===== config.mk =====
export PLATFORM = sky130hd
export DESIGN_NAME = laser_pulse_capture
export DESIGN_NICKNAME = d
export VERILOG_FILES = /design/src/rtl/laser_pulse_capture.sv
export SDC_FILE = /design/constraint.sdc
export NUM_CORES = 1
export LEC_CHECK = 0
export BUFFER_PORTS_ARGS = -buffer_cell sky130_fd_sc_hd__buf_2
export CORE_MARGIN = 3
export CORE_UTILIZATION = 65
export CTS_BUF_LIST = sky130_fd_sc_hd__clkbuf_16
export DETAILED_ROUTE_END_ITERATION = 12
export GPL_ROUTABILITY_DRIVEN = 0
export MAX_ROUTING_LAYER = met4
export PLACE_DENSITY = 0.84
export RECOVER_POWER = 25
export SYNTH_ARGS = -nofsm -noshare
export SYNTH_HDL_FRONTEND = slang
export SYNTH_SLANG_ARGS = --single-unit

===== constraint.sdc =====
create_clock -name clk -period 30.5 [get_ports clk]
set_input_delay 6.1 -clock clk [delete_from_list [all_inputs] [get_ports clk]]
set_output_delay 6.1 -clock clk [all_outputs]
set_load 0.01 [all_outputs]

===== src/rtl/laser_pulse_capture.sv =====
// Captures the first laser pulse of each frame from a 10-sub-sample-per-clock word stream
// and reports its rise position, width and error flags one cycle after the frame closes.
module laser_pulse_capture #(
  parameter int unsigned TIMEOUT_WORDS = 1024
) (
  input  logic        clk,
  input  logic        rst_n,
  input  logic [9:0]  laser_data_in,
  input  logic        frame_start,
  input  logic [1:0]  frame_type,
  input  logic [31:0] expected_width,
  input  logic [7:0]  tolerance,
  output logic        meas_valid,
  output logic [1:0]  meas_frame_type,
  output logic [31:0] rise_pos,
  output logic [31:0] pulse_width,
  output logic        pulse_seen,
  output logic        width_err,
  output logic        multi_err,
  output logic        trunc_err,
  output logic        bg_err,
  output logic        timeout,
  output logic [1:0]  dbg_state
);

  typedef enum logic [1:0] {IDLE = 2'd0, WAIT_RISE = 2'd1, IN_PULSE = 2'd2, POST = 2'd3} state_t;

  localparam logic [31:0] LAST_IDX = 32'(TIMEOUT_WORDS - 1);

  state_t      state;
  logic        prev_bit;
  logic [31:0] word_idx;
  logic [31:0] rise_r;
  logic [31:0] width_r;
  logic        seen_r;
  logic        multi_r;
  logic [1:0]  type_r;
  logic [31:0] exp_r;
  logic [7:0]  tol_r;

  logic        active;
  logic [31:0] cur_idx;
  logic [31:0] base;
  logic [9:0]  prev_vec;
  logic [9:0]  rises;
  logic [9:0]  falls;
  state_t      s_in;
  logic [31:0] rise_in;
  logic [31:0] width_in;
  logic        seen_in;
  logic        multi_in;

  assign dbg_state = state;
  assign active    = frame_start || (state != IDLE);
  assign cur_idx   = frame_start ? 32'd0 : ((&word_idx) ? word_idx : word_idx + 32'd1);
  assign base      = (cur_idx << 3) + (cur_idx << 1);
  // The sub-sample before bit 0 is bit 9 of the previous word, except at a frame boundary.
  assign prev_vec  = {laser_data_in[8:0], frame_start ? 1'b0 : prev_bit};
  assign rises     = laser_data_in & ~prev_vec;
  assign falls     = ~laser_data_in & prev_vec;
  assign s_in      = frame_start ? WAIT_RISE : state;
  assign rise_in   = frame_start ? 32'd0 : rise_r;
  assign width_in  = frame_start ? 32'd0 : width_r;
  assign seen_in   = frame_start ? 1'b0 : seen_r;
  assign multi_in  = frame_start ? 1'b0 : multi_r;

  logic       hr, hf;
  logic [3:0] fr, ff;

  // First rise in the word, and the first fall that ends the pulse (after that rise when
  // the pulse also starts in this word).
  always_comb begin
    hr = 1'b0;
    fr = 4'd0;
    hf = 1'b0;
    ff = 4'd0;
    for (int i = 0; i < 10; i++) begin
      if (!hr && rises[i]) begin
        hr = 1'b1;
        fr = 4'(i);
      end
    end
    for (int i = 0; i < 10; i++) begin
      if (!hf && falls[i] && (s_in != WAIT_RISE || (hr && 4'(i) > fr))) begin
        hf = 1'b1;
        ff = 4'(i);
      end
    end
  end

  state_t      n_state;
  logic [31:0] n_rise;
  logic [31:0] n_width;
  logic        n_seen;
  logic        n_multi;

  always_comb begin
    n_state = s_in;
    n_rise  = rise_in;
    n_width = width_in;
    n_seen  = seen_in;
    n_multi = multi_in;
    case (s_in)
      WAIT_RISE: begin
        if (hr) begin
          n_seen  = 1'b1;
          n_rise  = base + 32'(fr);
          n_multi = multi_in | (|(rises & (rises - 10'd1)));
          if (hf) begin
            n_width = 32'(ff) - 32'(fr);
            n_state = POST;
          end else begin
            n_state = IN_PULSE;
          end
        end
      end
      IN_PULSE: begin
        // Any rise seen here must follow the fall in this word, so it is a second pulse.
        n_multi = multi_in | (|rises);
        if (hf) begin
          n_width = base + 32'(ff) - rise_in;
          n_state = POST;
        end
      end
      POST:    n_multi = multi_in | (|rises);
      default: ;
    endcase
  end

  logic        close_fs;
  logic        timeout_hit;
  logic        close;
  state_t      c_state;
  logic [31:0] c_rise;
  logic [31:0] c_width;
  logic        c_seen;
  logic        c_multi;
  logic [31:0] c_last_p1;
  logic [31:0] close_pos;
  logic        c_trunc;
  logic [31:0] c_w;
  logic [31:0] diff;
  logic        is_bg;
  logic        c_werr;

  // A frame_start close reports the old frame as it stood; a timeout close includes this word.
  assign close_fs    = frame_start && (state != IDLE);
  assign timeout_hit = !frame_start && (state != IDLE) && (cur_idx == LAST_IDX);
  assign close       = close_fs || timeout_hit;
  assign c_state     = close_fs ? state   : n_state;
  assign c_rise      = close_fs ? rise_r  : n_rise;
  assign c_width     = close_fs ? width_r : n_width;
  assign c_seen      = close_fs ? seen_r  : n_seen;
  assign c_multi     = close_fs ? multi_r : n_multi;
  assign c_last_p1   = (close_fs ? word_idx : cur_idx) + 32'd1;
  assign close_pos   = (c_last_p1 << 3) + (c_last_p1 << 1);
  assign c_trunc     = (c_state == IN_PULSE);
  assign c_w         = c_trunc ? close_pos - c_rise : c_width;
  assign diff        = (c_w >= exp_r) ? c_w - exp_r : exp_r - c_w;
  assign is_bg       = (type_r == 2'b00);
  assign c_werr      = is_bg ? 1'b0 : (c_seen ? (diff > {24'd0, tol_r}) : 1'b1);

  always_ff @(posedge clk or negedge rst_n) begin
    if (!rst_n) begin
      state           <= IDLE;
      prev_bit        <= 1'b0;
      word_idx        <= 32'd0;
      rise_r          <= 32'd0;
      width_r         <= 32'd0;
      seen_r          <= 1'b0;
      multi_r         <= 1'b0;
      type_r          <= 2'b00;
      exp_r           <= 32'd0;
      tol_r           <= 8'd0;
      meas_valid      <= 1'b0;
      meas_frame_type <= 2'b00;
      rise_pos        <= 32'd0;
      pulse_width     <= 32'd0;
      pulse_seen      <= 1'b0;
      width_err       <= 1'b0;
      multi_err       <= 1'b0;
      trunc_err       <= 1'b0;
      bg_err          <= 1'b0;
      timeout         <= 1'b0;
    end else begin
      meas_valid <= close;
      if (close) begin
        meas_frame_type <= type_r;
        rise_pos        <= c_rise;
        pulse_width     <= c_w;
        pulse_seen      <= c_seen;
        width_err       <= c_werr;
        multi_err       <= c_multi;
        trunc_err       <= c_trunc;
        bg_err          <= is_bg & c_seen;
        timeout         <= timeout_hit;
      end
      if (frame_start) begin
        type_r <= frame_type;
        exp_r  <= expected_width;
        tol_r  <= tolerance;
      end
      if (active) begin
        prev_bit <= laser_data_in[9];
        word_idx <= cur_idx;
        rise_r   <= n_rise;
        width_r  <= n_width;
        seen_r   <= n_seen;
        multi_r  <= n_multi;
        state    <= timeout_hit ? IDLE : n_state;
      end
    end
  end

endmodule


==> out/summary.txt <==
Critical Path Fanout Max: 113
fin. max-slew vios: 217
Remaining Overflow, GRT: 0
syn nets: 3,454
number of global-route vias before repair: 24,400
number of synthesized flops with an enable pin: 0
drt pass-1 iters: 8
status: finished, violations left
r2r startpoint: word_idx[14]
adder-cell share of the synthesized area: 13.8%
cell area after synthesis: 23,900 um^2
Cell Pwr Density: 127 nW/um^2
worst reg2reg path endpoint: width_err
Non-Filler Instances: 3,657
CTS Sinks: 216
leading area contributor after synthesis: dfrtp_1
Crit path top cell by count: a21oi_1
Rel. slew slack: -292%
Root Buffer: clkbuf_16
Final Power: 3.25 mW
Slowest-stage cell, CP: clkbuf_1
final setup violation count: 0
die width: 198 um
# rows: 69
CTS tree: yes
main combinational cell family by area after synthesis: compound AO/OA/AOI/OAI gates
CTS Buf Count: 26
antenna violations before repair: 1
Die ar.: 39,000 um^2
Max Freq: 0.0440 GHz
Tot GR Track Use: 43.0%
layout cells sized above 1: 8.68%
Seq/Total Area, Yosys: 22.6%
post-CTS sizing: 0
multiplexer share of the synthesized area: 3.60%
Synth async-reset ratio: 100%
Post-CTS Setup Inserts: 0
CP max stage delay: 3.30 ns
largest net degree at the start of global routing: 114
hpwl dp: 61,400 um
final core occ: 71.3%
wire length per cell: 23.0 um
crit path DAT: 23.19 ns
crit path capture: width_err
Synth Warn #: 0
Place WS: 11.69 ns
worst setup path start: frame_start
post-synth top area share: 22.6%
post-synthesis cell count: 3,160
fill count: 2,756
Die H: 198 um
RSZ-0062 raised after global routing: no
routed via count: 25,700
Pleak: 12.2 nW
top cells by area, synth: dfrtp_1, ha_1, nand2_1
Reg clk slew, reported paths: 0.07 ns
failing checks: max-capacitance violations, max-slew violations
Starting Density: 66.4%
total wire length: 84,200 um
min-delay worst type: reg -> reg
CORE AREA: 35,900 um^2
Top Ports: 130
dpl cells: 3,606
flop and latch count out of synthesis: 216
vias per cell: 7.03
Layout area overhead: 7.33%
nets: 3,467
register-to-register setup slack: 16.74 ns
setup TNS: 0 ns
first-pass GRT wire length: 131,000 um
synth unique cells: 94
Compound-Gate Fraction of Synth Area: 26.5%
CP Capture Type: flop
Post-DRT Antenna Nets: 0
Worst EP required: 30.95 ns
CTS Hold Bufs: 0
Fin Clk Skew: 0.0154 ns
simple logic cell fraction of the synthesized area: 21.5%
Tightest Pin Transition: 5.88 ns
htree depth: 1
First DRT Iteration DRCs: 3,475
Final period util: 74.6%
insertion delay to the later sink of the worst-skew pair: 0.58 ns
IR drop worst, VDD: 75.4 uV
worst reg2reg path depth: 54
residual DRC count: 0
Worst Setup Start Kind: primary input
IO buf count: 129
kind of critical path: in -> reg
Clock Tree Buf Depth: 3
max_cap viols: 2
synthesized area per cell: 7.55 um^2
Post-Synth XOR/XNOR Area: 5.92%
Final Hold Violating Endpoints: 0
min Tclk post-route: 22.75 ns
PnR worst setup slack: 7.75 ns
ys flop type: dfrtp_1
[cell type report]
type / count / area (um^2) / area share, %
flip-flops and latches: 216 / 5410 / 21.1
multi-input cells: 2577 / 17100 / 66.6
clock buffers: 27 / 676 / 2.64
clock inverters: 21 / 318 / 1.24
repair buffers: 152 / 816 / 3.18
inverters: 200 / 753 / 2.94
diodes: 3 / 7.51 / 0.0293
well taps: 461 / 577 / 2.25
[synthesized netlist by cell type (all sizes together), types with 16 or more instances]
library cell and number:
nand2b 31, inv 198, a21boi 16, and2 23
a31oi 24, o211ai 20, a21oi 301, nor2b 43
xnor2 112, and4 20, ha 201, o21bai 35
a22o 29, o21ai 251, nor3 51, nand4 40
dfrtp 216, o31ai 17, nand3 66, nor4 26
mux2i 42, o21a 34, nor2 275, clkbuf 116
mux2 39, nand2 434, xor2 46, a211oi 28
a21o 90, fa 38, and3 37, buf 51
[worst min path at each step]
stage                            start            endpoint  slack (ns)  cells past startpoint
floorplan                   width_r[6]          width_r[6]        0.45                      2
global placement    meas_frame_type[0]  meas_frame_type[0]        0.45                      2
detailed placement        rise_pos[13]        rise_pos[13]        0.46                      2
CTS                       rise_pos[13]        rise_pos[13]        0.47                      2
global route            pulse_width[7]      pulse_width[7]        0.50                      2
finish                    rise_pos[13]        rise_pos[13]        0.47                      2
[cells by family (layout without fill, tap and decap cells)]
logic type                 count (synthesis)  after routing
xor gates and xnor gates                 159            159
and+or+nand+nor                         1098           1098
DFF                                      216            216
adders and majority gates                240            240
AOI/OAI and AO/OA                        999            999
buffers and inverters                    367            400
other                                      0              3
muxes                                     81             81
[worst max-delay path, delay by kind of cell]
| kind | cells | cell delay [ns] |
|---|---|---|
| simple gates | 15 | 2.73 |
| xor+xnor | 2 | 0.28 |
| buf+inv | 6 | 6.06 |
| mux | 1 | 0.14 |
| fa+ha+maj | 5 | 2.60 |
| compound gates | 22 | 5.20 |
[layer usage]
metal | GRT usage, % | share of wire (%)
met3 | 8.60 | 13
met4 | 25.8 | 7.7
met1 | 52.9 | 36
met2 | 65.9 | 43
met5 | - | 0
[state kept, by name, summed over array words and instances, names as in the netlist, 2 cells and up]
| name | count |
|---|---|
| meas_frame_type | 2 |
| pulse_width | 32 |
| exp_r | 32 |
| tol_r | 8 |
| word_idx | 32 |
| dbg_state | 2 |
| rise_pos | 32 |
| width_r | 32 |
| rise_r | 32 |
| type_r | 2 |
[per-stage QoR]
step	hold slack, ns	instance area [um^2]
CTS	0.475	25600
global placement	0.449	24600
finish	0.471	25600
detailed placement	0.458	24600
global route	0.500	25600
floorplan	0.453	23900
[power by group]
| group | total [mW] | switching, mW | internal [mW] |
|---|---|---|---|
| logic | 2.44 | 1.54 | 0.899 |
| registers | 0.440 | 0.0686 | 0.371 |
| clock network | 0.372 | 0.143 | 0.229 |
[placed cells by master, fill, tap and decap left out, types with 19 or more instances in the layout]
cell,n
nor2b_1,43
a21oi_1,301
buf_2,127
nor3_1,49
o21bai_1,34
nor4_1,22
clkbuf_16,27
nand2b_1,31
nand2_1,433
xor2_1,46
nand4_1,37
a22o_1,29
xnor2_1,111
and4_1,20
a211oi_1,27
dfrtp_1,216
nor2_1,269
mux2i_1,42
and3_1,37
buf_4,23
o21ai_0,247
and2_1,22
o21a_1,34
a21o_1,90
ha_1,201
mux2_2,39
a31oi_1,24
inv_1,197
fa_1,38
o211ai_1,19
nand3_1,66
Power figures use the tool's default switching activity.
